--- src/rtl/instr_encoder_loader.sv ---
// instr_encoder_loader: packs instruction fields into 32-bit ISA words,
// buffers them in a small FIFO and writes them to instruction memory at
// consecutive word addresses for the boot/test loader.
// Optional build macro: ENCODER_CHECKSUM_EN adds a running 32-bit sum of all
// written words on the 'checksum' output.
module instr_encoder_loader #(
    parameter int unsigned ADDR_W     = 12,
    parameter int unsigned FIFO_DEPTH = 2,
    parameter int unsigned CNT_W      = 16
) (
    input  logic              clk,
    input  logic              rst_n,
    input  logic              start,
    input  logic [ADDR_W-1:0] start_addr,
    input  logic              in_valid,
    output logic              in_ready,
    input  logic [1:0]        in_fmt,
    input  logic [6:0]        in_opcode,
    input  logic [4:0]        in_rd,
    input  logic [4:0]        in_rs1,
    input  logic [4:0]        in_rs2,
    input  logic [31:0]       in_offset,
    input  logic              in_last,
    output logic              wr_en,
    input  logic              wr_ready,
    output logic [ADDR_W-1:0] wr_addr,
    output logic [31:0]       wr_data,
    output logic              busy,
    output logic              done,
    output logic              err,
    output logic [CNT_W-1:0]  words_written,
    output logic [CNT_W-1:0]  err_count
`ifdef ENCODER_CHECKSUM_EN
   ,output logic [31:0]       checksum
`endif
);

    localparam int unsigned PTR_W = $clog2(FIFO_DEPTH);
    localparam int unsigned OCC_W = PTR_W + 1;
    localparam logic [OCC_W-1:0] OCC_FULL = OCC_W'(FIFO_DEPTH);

    typedef enum logic [1:0] {
        S_IDLE,
        S_RUN,
        S_DRAIN,
        S_DONE
    } state_e;

    state_e            state_q, state_d;
    logic [31:0]       mem_q [FIFO_DEPTH];
    logic [31:0]       mem_d [FIFO_DEPTH];
    logic [PTR_W-1:0]  wr_ptr_q, wr_ptr_d;
    logic [PTR_W-1:0]  rd_ptr_q, rd_ptr_d;
    logic [OCC_W-1:0]  occ_q, occ_d;
    logic [ADDR_W-1:0] addr_q, addr_d;
    logic              err_q, err_d;
    logic [CNT_W-1:0]  words_q, words_d;
    logic [CNT_W-1:0]  errs_q, errs_d;
`ifdef ENCODER_CHECKSUM_EN
    logic [31:0]       cks_q, cks_d;
`endif

    logic signed [31:0] off_s;
    logic [31:0]        enc_word;
    logic               enc_legal;
    logic               fifo_empty;
    logic               fifo_full;
    logic               accept;
    logic               push;
    logic               pop;

    assign off_s = in_offset;

    // Encode the current beat and decide whether its offset fits the format
    always_comb begin
        enc_word  = '0;
        enc_legal = 1'b1;
        case (in_fmt)
            2'd0: enc_word = {in_opcode, in_rd, in_rs1, in_rs2, 10'd0};
            2'd1: begin
                enc_word  = {in_opcode, in_rd, in_rs1, in_offset[14:0]};
                enc_legal = (off_s >= -32'sd16384) && (off_s <= 32'sd16383);
            end
            2'd2: begin
                // Word offset w = offset>>>2 truncated to 15 bits is offset[16:2]
                enc_word  = {in_opcode, in_offset[16:12], in_rs1, in_rs2, in_offset[11:2]};
                enc_legal = (in_offset[1:0] == 2'b00) &&
                            (off_s >= -32'sd65536) && (off_s <= 32'sd65532);
            end
            default: enc_word = {in_opcode, in_offset[19:15], 5'd0, in_offset[14:0]};
        endcase
    end

    // Handshakes and output views of the registered state
    always_comb begin
        fifo_empty    = (occ_q == '0);
        fifo_full     = (occ_q == OCC_FULL);
        in_ready      = (state_q == S_RUN) && !fifo_full;
        accept        = in_valid && in_ready;
        push          = accept && enc_legal;
        wr_en         = !fifo_empty;
        pop           = wr_en && wr_ready;
        wr_data       = fifo_empty ? '0 : mem_q[rd_ptr_q];
        wr_addr       = addr_q;
        busy          = (state_q != S_IDLE);
        done          = (state_q == S_DONE);
        err           = err_q;
        words_written = words_q;
        err_count     = errs_q;
    end

`ifdef ENCODER_CHECKSUM_EN
    assign checksum = cks_q;
`endif

    // Next-state logic for the session FSM, FIFO and counters
    always_comb begin
        state_d  = state_q;
        mem_d    = mem_q;
        wr_ptr_d = wr_ptr_q;
        rd_ptr_d = rd_ptr_q;
        occ_d    = occ_q;
        addr_d   = addr_q;
        err_d    = err_q;
        words_d  = words_q;
        errs_d   = errs_q;
`ifdef ENCODER_CHECKSUM_EN
        cks_d    = cks_q;
`endif

        if (push) begin
            mem_d[wr_ptr_q] = enc_word;
            wr_ptr_d        = wr_ptr_q + PTR_W'(1);
        end

        if (pop) begin
            rd_ptr_d = rd_ptr_q + PTR_W'(1);
            addr_d   = addr_q + ADDR_W'(4);
            if (words_q != '1) begin
                words_d = words_q + CNT_W'(1);
            end
`ifdef ENCODER_CHECKSUM_EN
            cks_d = cks_q + wr_data;
`endif
        end

        case ({push, pop})
            2'b10:   occ_d = occ_q + OCC_W'(1);
            2'b01:   occ_d = occ_q - OCC_W'(1);
            default: occ_d = occ_q;
        endcase

        if (accept && !enc_legal) begin
            err_d = 1'b1;
            if (errs_q != '1) begin
                errs_d = errs_q + CNT_W'(1);
            end
        end

        case (state_q)
            S_IDLE: begin
                if (start) begin
                    state_d = S_RUN;
                    addr_d  = start_addr & ~ADDR_W'(3);
                    words_d = '0;
                    errs_d  = '0;
                    err_d   = 1'b0;
`ifdef ENCODER_CHECKSUM_EN
                    cks_d   = '0;
`endif
                end
            end
            S_RUN:   if (accept && in_last) state_d = S_DRAIN;
            S_DRAIN: if (fifo_empty) state_d = S_DONE;
            S_DONE:  state_d = S_IDLE;
            default: state_d = S_IDLE;
        endcase
    end

    // Session state register
    always_ff @(posedge clk or negedge rst_n) begin
        if (!rst_n) begin
            state_q <= S_IDLE;
        end else begin
            state_q <= state_d;
        end
    end

    // FIFO storage, pointers, address and counter registers
    always_ff @(posedge clk or negedge rst_n) begin
        if (!rst_n) begin
            for (int unsigned i = 0; i < FIFO_DEPTH; i++) begin
                mem_q[i] <= '0;
            end
            wr_ptr_q <= '0;
            rd_ptr_q <= '0;
            occ_q    <= '0;
            addr_q   <= '0;
            err_q    <= 1'b0;
            words_q  <= '0;
            errs_q   <= '0;
`ifdef ENCODER_CHECKSUM_EN
            cks_q    <= '0;
`endif
        end else begin
            mem_q    <= mem_d;
            wr_ptr_q <= wr_ptr_d;
            rd_ptr_q <= rd_ptr_d;
            occ_q    <= occ_d;
            addr_q   <= addr_d;
            err_q    <= err_d;
            words_q  <= words_d;
            errs_q   <= errs_d;
`ifdef ENCODER_CHECKSUM_EN
            cks_q    <= cks_d;
`endif
        end
    end

endmodule
--- config.mk ---
export PLATFORM = sky130hd
export DESIGN_NAME = instr_encoder_loader
export DESIGN_NICKNAME = d
export VERILOG_FILES = /design/src/rtl/instr_encoder_loader.sv
export SDC_FILE = /design/constraint.sdc
export NUM_CORES = 1
export LEC_CHECK = 0
export ABC_AREA = 1
export BUFFER_PORTS_ARGS = -buffer_cell sky130_fd_sc_hd__buf_2
export CORE_MARGIN = 2
export CORE_UTILIZATION = 59
export CTS_CLUSTER_DIAMETER = 100
export DETAILED_ROUTE_END_ITERATION = 12
export PLACE_DENSITY = 0.86
export SLEW_MARGIN = 40
export SYNTH_ARGS = -nofsm -noshare
export SYNTH_HDL_FRONTEND = slang
export SYNTH_SLANG_ARGS = --single-unit
--- constraint.sdc ---
create_clock -name clk -period 4.5 [get_ports clk]
set_input_delay 0.9 -clock clk [delete_from_list [all_inputs] [get_ports clk]]
set_output_delay 0.9 -clock clk [all_outputs]
set_load 0.1 [all_outputs]
### Word-level counts from Yosys, hierarchy flattened

Index checks and enable logic that the tools add are counted.

| word-level totals | value |
|---|---|
| register bits | 115 |
| input bits | 74 |
| output and inout bits | 81 |
| logic and storage cells | 87 |

| cells by class | value |
|---|---|
| add/sub/neg operators | 7 |
| $lt $le $gt $ge | 7 |
| equal/unequal tests | 13 |
| multiplexer cells | 28 |
| bitwise logic cells | 2 |
| reduce and logical (&&, ||, !) cells | 20 |

Operators by type and width:

| cell | count |
|---|---|
| 32-bit two-way mux | 5 |
| 16-bit two-way mux | 8 |
| 25-bit case mux with 3 select lines | 1 |
| 64-bit bitwise mux | 1 |
| 12-bit two-way mux | 3 |
| 16-bit by 1-bit adder with 16-bit output, second input constant | 2 |
| 32-bit demux with 1-bit select | 1 |
| 32-bit by 15-bit greater-or-equal comparator with 1-bit output, second input constant | 1 |
| 32-bit by 17-bit greater-or-equal comparator with 1-bit output, second input constant | 1 |
| 32-bit by 15-bit <= comparator with 1-bit output, second input constant | 1 |
| 32-bit by 17-bit <= comparator with 1-bit output, second input constant | 1 |
| 16-bit != test, second input constant | 2 |
| 12-bit by 3-bit adder with 12-bit output, second input constant | 1 |
| 2-bit == test, second input constant | 5 |
| 1-bit logical AND | 10 |
| 2-bit zero test | 4 |
| 2-bit case mux with 4 select lines | 1 |
| 2-bit by 1-bit == test with 1-bit output, second input constant | 3 |
| 2-bit two-way mux | 3 |
| 2-bit greater-or-equal comparator, second input constant | 2 |
| 2-bit != test, second input constant | 2 |
| 1-bit inverter with 2-bit output | 2 |
| 2-bit case mux with 2 select lines | 1 |
| 2-bit nonzero test | 2 |
| other kinds (9) | 14 |

### Depth between registers and ports, before layout

Gate-level depths: netlist (run 1).

| logic depth | value |
|---|---|
| depth after elaboration | 9 |
| depth in mapped cells | 14 |
| gate-level depth less buffers | 14 |

### Least setup slack after synthesis (run 1)

OpenSTA, ideal clock, no wires.

| timing path | value |
|---|---|
| path type | register to output |
| from | register rd_ptr_q |
| to | output wr_data[10] |
| arrival | 2412 ps |
| required time | 3600 ps |
| setup slack | 1188 ps |
| stages on the path, launching flop included | 6 |
| path buffers | 2 |
| path through | dfrtp_1 -> clkbuf_1 -> inv_1 -> clkbuf_1 -> nand2_1 -> a21oi_1 |

| on the way | value |
|---|---|
| cells in the longest elaborated chain, start to end | 5 |

RTL lines:

| what | RTL line | text |
|---|---|---|
| from (decl) | 53 | `logic [PTR_W-1:0] rd_ptr_q, rd_ptr_d;` |
| from (signal assigned) | 208 | `rd_ptr_q <= rd_ptr_d;` |
| 1-bit inverter with 2-bit output (not written as such) | 103 | `wr_data = fifo_empty ? '0 : mem_q[rd_ptr_q];` |
| 32-bit two-way mux (not written as such) (3 in a row) | 103 |  |
| 32-bit two-way mux | 103 |  |
| to (decl) | 27 | `output logic [31:0] wr_data,` |

Every way passes these cells. The select of a mux whose other input is x is not followed.

### Worst setup path after layout (run 1)

| timing path | value |
|---|---|
| from | register rd_ptr_q |
| to | output wr_data[4] |

Same word-level chain as after synthesis.

==> out/summary.txt, run 1 <==
Final hold violations -> 0
RSZ-0062 raised after global routing -> no
GRT Total Usage -> 29.2%
# setup viols final -> 0
DPL Wire Length -> 11700 µm
Layout area overhead -> 20.4%
CP required -> 3.60 ns
Relative max-transition margin -> 48.6%
P_leak -> 4.07 nW
Fin nets -> 1067
Clock sinks -> 113
Final worst path period need -> 3.00 ns
Antenna Nets Post-Route -> 0
Initial antenna violation count -> 2
Starting density of the core -> 60.7%
Drt pass-1 iters -> 6
WP buf/inv -> 2
Final Wtd Congestion -> 0.887
Cts hold-fix bufs -> 0
Yosys cell types -> 45
Max-Cap Viols -> 0
Die width -> 110 µm
Worst-path clk slew -> 0.06 ns
Register area share after synthesis -> 42.8%
Vias post-DR -> 6212
Cells on worst reg2reg path -> 8
Worst-skew pair later-pin latency -> 0.50 ns
I/O pin total -> 155
Maximum vdd drop -> 0.717 mV
Crit path cell chain -> inv_2 -> nand2_1 -> a21oi_1 -> buf_2
Stages on worst setup path -> 4
Most common cell after layout, fill and taps aside -> nand2_1
FF/Latch Area -> 0.00283 mm²
Share of layout cells above drive strength 1 -> 27.4%
CTS HTree Levels -> 4
Post-route cell area -> 0.00796 mm²
Die height -> 110 µm
Cell Count, Final, Fillers Out -> 1136
Fillers -> 857
CTS Buf Count -> 17
Commonest cells after routing, fill and taps aside -> 226 x nand2_1, 149 x buf_2, 113 x dfrtp_1, 74 x inv_1, 69 x nor2_1
Worst Tran Pin Value -> 0.770 ns
Power per Cell Area -> 786 mW/mm²
Post-CTS Resized -> 0
EDFF count, synth -> 0
Vias per Instance -> 5.47
Multi-input gate area -> 0.00326 mm²
Post-synthesis cell area -> 0.00661 mm²
CP arrival -> 2.10 ns
Die ar. -> 0.0121 mm²
Worst Skew -> 0.0134 ns
Post-CTS Setup Bufs -> 0
Global route overflow -> 0
Initial DRC Count -> 576
Core Rows -> 38
Synth warn -> 0
Worst Hold Class -> in2async
Placed cell area -> 0.00736 mm²
CTS Buffer Depth -> 2
Crit-path leading delay family -> buffers and inverters
Crit-path slowest cell -> buf_2
Port bufs -> 150
Core ar. -> 0.0109 mm²
Setup CP Type -> reg2out
Async SR Flop Fraction -> 100%
Status -> finished clean
Critical path launch point type -> register
CTS Root Cell -> clkbuf_8
TritonCTS clock tree -> yes
First-pass GRT wire length -> 27600 µm
Post-synthesis register bit count -> 113
Crit end category -> output pin
# DRC -> 0
Mapped Cells -> 843
Final setup TNS -> 0 ns
Max incr delay on CP -> 0.45 ns
Main synth FF type -> dfrtp_1
Max Fclk -> 334 MHz
Final period util -> 66.6%
Post-Place Cells -> 1101
Fin. max-slew vios -> 0
Routed wire length -> 17000 µm
Largest net degree at the start of global routing -> 65
Number of global-route vias before repair -> 5927
Syn Area/Cell -> 7.84 µm²
Wire length per cell -> 15.0 µm
Max FO, Critical Path -> 32
## cell type report
| type | count | share of cell area, % |
|---|---|---|
| multi-input combinational | 615 | 40.9 |
| sequential | 113 | 35.5 |
| timing repair buffer | 155 | 10.2 |
| clock buffer | 19 | 5.42 |
| inverter | 78 | 3.68 |
| tap | 140 | 2.20 |
| clock inverter | 13 | 2.03 |
| antenna | 3 | 0.0943 |
## state kept, by name (all words and copies together) (netlist names)
name           flops
mem_q             64
err_count         16
words_written     16
wr_addr           10
occ_q              2
state_q            2
err                1
rd_ptr_q           1
wr_ptr_q           1
## layer usage
| metal | share of wire (%) | track usage (%) | routed length (µm) |
|---|---|---|---|
| met5 | 0 | 0 | 0 |
| met4 | 2.0 | 11.8 | 333 |
| met3 | 6.8 | 6.64 | 1150 |
| met2 | 48 | 48.2 | 8210 |
| met1 | 43 | 37.0 | 7290 |
## metrics by stage
stage               hold WS, ns  util, %  worst slack (ns)  power (mW)
global placement          0.464     67.5              1.52        4.85
finish                    0.294     73.1              1.50        6.26
floorplan                 0.455        -              1.19        4.37
global route              0.294     73.1              1.40        6.58
CTS                       0.281     73.1              1.47        6.28
detailed placement        0.473     67.6              1.49        4.92
## worst paths after layout
kind	start	to	slack [ns]
min reg2reg	mem_q[57]$_DFFE_PN0P_	mem_q[57]$_DFFE_PN0P_	0.49
max reg2reg	state_q[1]$_DFFE_PN0P_	mem_q[4]$_DFFE_PN0P_	1.94
max	rd_ptr_q$_DFFE_PN0P_	wr_data[4]	1.50
min	rst_n	wr_addr[10]$_DFF_PN0_	0.29
min in group clk	mem_q[57]$_DFFE_PN0P_	mem_q[57]$_DFFE_PN0P_	0.49
max in group asynchronous	rst_n	mem_q[63]$_DFFE_PN0P_	3.25
## cell families (layout without fill, tap and decap cells)
logic type,Yosys count,count (layout),synth area share [%]
AND/OR/NAND/NOR,405,405,27.4
XOR/XNOR,20,20,2.65
multiplexers,4,4,0.606
adder cells (fa/ha/maj),13,13,2.46
flip-flops,113,113,42.8
buffers and inverters,116,265,8.16
other,1,5,0.0567
AO/OA/AOI/OAI,171,171,15.9
## synth_stat cells, types with 4 or more instances
cell type / count / share of area, %
a21oi_1: 57 / 4.3
a221oi_1: 5 / 0.66
a22oi_1: 11 / 1.2
buf_2: 8 / 0.61
buf_4: 4 / 0.45
buf_6: 4 / 0.68
clkbuf_1: 19 / 1.1
dfrtp_1: 113 / 43
ha_1: 13 / 2.5
inv_1: 75 / 4.3
mux2i_1: 4 / 0.61
nand2_1: 226 / 13
nand2_2: 28 / 2.6
nand3_1: 21 / 1.6
nand4_1: 21 / 2.0
nor2_1: 70 / 4.0
nor2_2: 7 / 0.66
nor3_1: 15 / 1.1
o21ai_0: 22 / 1.7
o21ai_1: 36 / 2.7
o21ai_2: 32 / 4.2
xnor2_1: 4 / 0.53
xor2_1: 16 / 2.1
## where the power goes
group	leakage (nW)	total [mW]	switching, mW	internal (mW)
combinational	2.32	3.30	2.68	0.623
clock	0.280	1.34	0.482	0.858
sequential	1.48	1.62	0.266	1.35
total	4.07	6.26	3.43	2.83
(Power assumes the default switching activity.)
==> inputs of run 2 (changes only) <==
Settings changed: CORE_UTILIZATION 59 to 55, PLACE_DENSITY 0.86 to 0.81.
Clock period 4.5 ns to 2.92 ns, I/O delays scaled along.
==> out/summary.txt, run 2 (same netlist as run 1, synthesis figures left out) <==
Grt met1 use -> 34.5% (-2.5 points)
Layout area overhead -> 27.3%
FF-to-FF setup slack -> 0.61 ns (-1.33 ns)
Post-CTS Setup Bufs -> 0 (unchanged)
CP arrival -> 2.16 ns (+0.06 ns)
Clock sinks -> 113 (unchanged)
Crit-path slowest cell -> nor2_4
Number of global-route vias before repair -> 5981 (+0.91%)
Max reg flops -> 64 (unchanged)
Worst Skew -> 0.00791 ns (-0.00547 ns)
Initial antenna violation count -> 4 (+2)
Most common cell after layout, fill and taps aside -> nand2_1
DPL Wire Length -> 12200 µm (+4.7%)
Global route overflow -> 0 (unchanged)
Met2 Use GR -> 47.1% (-1.1 points)
Core Rows -> 40 (+5.3%)
P_leak -> 4.16 nW (+2.2%)
Vias per Instance -> 5.46 (-0.22%)
Layout Utilization -> 71.0% (-2.2 points)
Crit end category -> output pin
Reg-to-Reg End -> wr_addr[10]$_DFF_PN0_
Met3 Usage GRT -> 7.55% (+0.91 points)
Die ar. -> 0.0129 mm² (+7.0%)
Final Wtd Congestion -> 0.916 (+3.2%)
Placed cell area -> 0.00791 mm² (+7.5%)
Drt pass-1 iters -> 5 (-1)
GRT Total Usage -> 28.0% (-1.2 points)
Post-route cell area -> 0.00842 mm² (+5.7%)
Starting density of the core -> 55.7% (-5.0 points)
Largest net degree at the start of global routing -> 70 (+7.7%)
# DRC -> 0 (unchanged)
Max Fclk -> 364 MHz
Reg2reg start -> occ_q[0]$_DFFE_PN0P_
Initial DRC Count -> 519 (-9.9%)
Tightest hold margin -> 0.184 ns (-0.109 ns)
Final hold violations -> 0 (unchanged)
TritonCTS clock tree -> yes
Fin. max-slew vios -> 0 (unchanged)
Setup CP Type -> reg2out
Share of layout cells above drive strength 1 -> 30.0% (+2.6 points)
CTS Buf Count -> 17 (unchanged)
Maximum vdd drop -> 0.745 mV (+3.8%)
Post-Place Cells -> 1116 (+1.4%)
Critical path launch point type -> register
Pre-CTS setup slack -> 0.314 ns (-1.17 ns)
RSZ-0062 raised after global routing -> no
Vias post-DR -> 6264 (+0.84%)
Crit path cell chain -> nor2_4 -> buf_4 -> a21oi_2 -> buf_2
Power per Cell Area -> 1200 mW/mm² (+53%)
CTS Buffer Depth -> 2 (unchanged)
Worst-skew pair later-pin latency -> 0.42 ns (-0.08 ns)
Worst Setup SP -> occ_q[1]$_DFFE_PN0P_
Cells on worst reg2reg path -> 11 (+3)
Max FO, Critical Path -> 20 (-38%)
Crit-path leading delay family -> simple AND/OR/NAND/NOR gates
Die width -> 114 µm (+3.4%)
Worst-path clk slew -> 0.05 ns (about the same)
Final worst path period need -> 2.75 ns
Relative max-transition margin -> 46.3% (-2.3 points)
Max-Cap Viols -> 0 (unchanged)
Power Total -> 10.1 mW (+61%)
Routed wire length -> 17500 µm (+2.9%)
Post-route setup slack -> 0.174 ns (-1.33 ns)
Worst Hold Class -> in2async
I/O pin total -> 155 (unchanged)
Final period util -> 94.1%
Die height -> 114 µm (+3.4%)
Core ar. -> 0.0119 mm² (+8.9%)
Worst Tran Pin Value -> 0.804 ns (+0.0336 ns)
Worst Setup EP -> wr_data[3]
CP required -> 2.34 ns (-1.26 ns)
# setup viols final -> 0 (unchanged)
Wire length per cell -> 15.2 µm (+1.8%)
Cts hold-fix bufs -> 0 (unchanged)
CTS Root Cell -> clkbuf_16
Status -> finished clean
Gr busiest metal -> met2
CTS HTree Levels -> 4 (unchanged)
Largest Register -> mem_q
Stages on worst setup path -> 4 (unchanged)
First-pass GRT wire length -> 28500 µm (+3.2%)
Cell Count, Final, Fillers Out -> 1148 (+1.1%)
Fin nets -> 1075 (+0.75%)
Final setup TNS -> 0 ns (unchanged)
Max incr delay on CP -> 0.67 ns (+0.22 ns)
Post-CTS Resized -> 0 (unchanged)
WP buf/inv -> 2 (unchanged)
Antenna Nets Post-Route -> 0 (unchanged)
Commonest cells after routing, fill and taps aside -> 226 x nand2_1, 127 x buf_2, 113 x dfrtp_1, 75 x inv_1, 69 x nor2_1
Port bufs -> 150 (unchanged)
run 2: changes by cell type in the layout (fill, tap and decap cells not counted), moves of 2 or more:
cell,delta
a21oi_1,-30
a21oi_2,+29
buf_12,+25
buf_2,-22
buf_4,+6
bufinv_16,-3
clkbuf_1,+5
clkinv_2,-2
clkinv_4,-2
clkinvlp_4,-4
diode_2,+2
run 2: metal layers:
layer,vias up,wire [µm]
met3,29,1340
met5,-,0
met2,248,8430
li1,3045,-
met4,0,394
met1,2942,7310
run 2: layout make-up:
class	instances	area [µm²]
timing repair buffer	163	1230
fill	929	3440
clock inverter	1	5.00
antenna	5	12.5
tap	147	184
sequential	113	2830
multi-input combinational	615	3380
inverter	78	293
clock buffer	26	489
run 2: worst min-delay path by stage:
stage	start	endpoint	slack, ns
after floorplan	rst_n	err$_DFF_PN0_	0.29
after global placement	mem_q[63]$_DFFE_PN0P_	mem_q[63]$_DFFE_PN0P_	0.46
after detailed placement	mem_q[32]$_DFFE_PN0P_	mem_q[32]$_DFFE_PN0P_	0.47
after CTS	rst_n	mem_q[29]$_DFFE_PN0P_	0.18
after global routing	rst_n	mem_q[29]$_DFFE_PN0P_	0.21
final	rst_n	mem_q[61]$_DFFE_PN0P_	0.18
run 2: power breakdown:
part	switching, mW	internal, mW	leakage (nW)
Combinational	4.32	1.50	2.44
Sequential	0.413	2.09	1.48
Clock	0.670	1.12	0.242
Total	5.40	4.70	4.16
==> inputs of run 3 (changes only) <==
Settings changed: CORE_UTILIZATION 55 to 45, PLACE_DENSITY 0.81 to 0.71.
Clock period 2.92 ns to 2.4 ns, I/O delays scaled along.
==> out/summary.txt, run 3 (same netlist as run 1, synthesis figures left out) <==
Largest Register -> mem_q
DPL Wire Length -> 12500 µm (+2.3%)
Pint -> 6.68 mW (+42%)
Initial antenna violation count -> 4 (unchanged)
Post-CTS Setup Bufs -> 0 (unchanged)
TritonCTS clock tree -> yes
Layout area overhead -> 35.1%
Max incr delay on CP -> 0.46 ns (-0.21 ns)
Final hold violations -> 0 (unchanged)
Comb power frac -> 56.0% (-1.6 points)
Worst Skew -> 0.00625 ns (-0.00165 ns)
Die ar. -> 0.0157 mm² (+21%)
Placed cell area -> 0.00825 mm² (+4.3%)
Max Fclk -> 446 MHz
Most common cell after layout, fill and taps aside -> nand2_1
Wire length per cell -> 14.2 µm (-6.9%)
Setup CP Type -> reg2out
Die width -> 125 µm (+10%)
Critical path launch point type -> register
Switching Fraction -> 50.0% (-3.5 points)
Antenna Nets Post-Route -> 0 (unchanged)
CTS HTree Levels -> 4 (unchanged)
Power per Cell Area -> 1500 mW/mm² (+25%)
Initial DRC Count -> 324 (-38%)
Crit-path leading delay family -> buffers and inverters
Crit-path slowest cell -> dfrtp_1
Cts hold-fix bufs -> 0 (unchanged)
Crit end category -> output pin
Maximum vdd drop -> 1.21 mV (+63%)
Worst Setup SP -> occ_q[1]$_DFFE_PN0P_
Power share of the sequential group -> 22.8% (-1.9 points)
Fin. max-slew vios -> 0 (unchanged)
FF-to-FF setup slack -> 0.31 ns (-0.30 ns)
First-pass GRT wire length -> 28200 µm (-0.94%)
Routed wire length -> 17000 µm (-2.6%)
I/O pin total -> 155 (unchanged)
# DRC -> 0 (unchanged)
P_leak -> 4.35 nW (+4.5%)
RSZ-0062 raised after global routing -> no
Core Rows -> 44 (+10%)
Global route overflow -> 0 (unchanged)
WP buf/inv -> 3 (+1)
Status -> finished clean
Worst-skew pair later-pin latency -> 0.40 ns (-0.02 ns)
Final worst path period need -> 2.24 ns
CP arrival -> 1.76 ns (-0.40 ns)
Vias per Instance -> 5.10 (-6.5%)
CTS Buf Count -> 17 (unchanged)
P_sw -> 6.68 mW (+24%)
Drt pass-1 iters -> 5 (unchanged)
Clock sinks -> 113 (unchanged)
Worst-path clk slew -> 0.05 ns (about the same)
Max FO, Critical Path -> 20 (unchanged)
Clock Power Share -> 21.2% (+3.5 points)
Worst Tran Pin Value -> 0.624 ns (-0.179 ns)
Core ar. -> 0.0144 mm² (+22%)
Worst Hold Class -> in2async
Final Wtd Congestion -> 0.933 (+1.9%)
Max reg flops -> 64 (unchanged)
Max-Cap Viols -> 0 (unchanged)
Crit path cell chain -> nor2_4 -> buf_6 -> inv_1 -> buf_2
Commonest cells after routing, fill and taps aside -> 226 x nand2_1, 117 x buf_2, 109 x dfrtp_1, 74 x inv_1, 70 x nor2_1
Fin nets -> 1087 (+1.1%)
GRT Total Usage -> 22.3% (-5.7 points)
Vias post-DR -> 6124 (-2.2%)
Die height -> 125 µm (+10%)
CP required -> 1.92 ns (-0.42 ns)
Power Total -> 13.4 mW (+32%)
Share of layout cells above drive strength 1 -> 32.3% (+2.3 points)
Reg2reg start -> words_written[1]$_DFF_PN0_
Port bufs -> 150 (unchanged)
Largest net degree at the start of global routing -> 44 (-37%)
# setup viols final -> 0 (unchanged)
Final period util -> 93.4%
CTS Buffer Depth -> 2 (unchanged)
Number of global-route vias before repair -> 5734 (-4.1%)
Post-route cell area -> 0.00893 mm² (+6.1%)
Relative max-transition margin -> 58.3% (+12 points)
CTS Root Cell -> clkbuf_16
Starting density of the core -> 45.8% (-9.9 points)
## run 3: cell count changes in the layout (fill, tap and decap cells not counted), moves of 4 or more
cell / change
dfrtp_1: -4
bufinv_16: +5
buf_12: +13
buf_2: -10
clkbuf_1: -5
dfrtp_2: +4
buf_4: +8
## run 3: final cells by class
class                   count  area [µm²]
fillers                  1267        5490
multi-input cells         615        3380
flip-flops and latches    113        2830
repair buffers            175        1510
clock buffers              23         498
inverters                  78         293
well taps                 184         230
clock inverters             9         175
diodes                      3        7.51
## run 3: routing by layer
metal  vias to the layer above  share of wire (%)  track usage [%]
met5                         -               0.10                0
met4                         2                1.6             9.02
met3                        20                4.9             5.05
met2                       164                 49             36.3
met1                      2871                 45             28.9
li1                       3067                  -                -
## run 3: worst paths after layout
| kind | end | cells past startpoint |
|---|---|---|
| max reg2reg | words_written[7]$_DFF_PN0_ | 11 |
| min reg2reg | mem_q[38]$_DFFE_PN0P_ | 2 |
| min in group clk | wr_addr[5]$_DFF_PN0_ | 3 |
| max in group asynchronous | err_count[1]$_DFF_PN0_ | 2 |
| min | mem_q[30]$_DFFE_PN0P_ | 1 |
| max | wr_en | 4 |
## run 3: stage by stage
step / std cells / hold slack (ns) / setup slack, ns / util (%) / setup TNS, ns
after floorplan: 844 / 0.184 / -0.187 / - / -0.187
after global placement: 1165 / 0.467 / 0.0966 / 57.2 / 0
after detailed placement: 1165 / 0.470 / 0.0741 / 57.2 / 0
after CTS: 1197 / 0.0665 / 0.0297 / 61.8 / 0
after global routing: 1200 / 0.0777 / 0.0982 / 61.9 / 0
final: 1200 / 0.0618 / 0.158 / 61.9 / 0
## run 3: timing repair
| item | 4_1_cts | 5_1_grt |
|---|---|---|
| resized for setup | 0 | 1 |
| endpoints found under the setup margin | 0 | 1 |
| endpoints found under the hold margin | 0 | 0 |
## run 3: power groups by stage
stage | Combinational, mW | Sequential, mW | Clock (mW)
CTS | 7.51 | 3.05 | 2.87
global route | 7.84 | 3.14 | 2.97
finish | 7.48 | 3.05 | 2.83
detailed placement | 7.50 | 3.06 | 0
global placement | 7.41 | 3.04 | 0
floorplan | 4.31 | 4.09 | 0
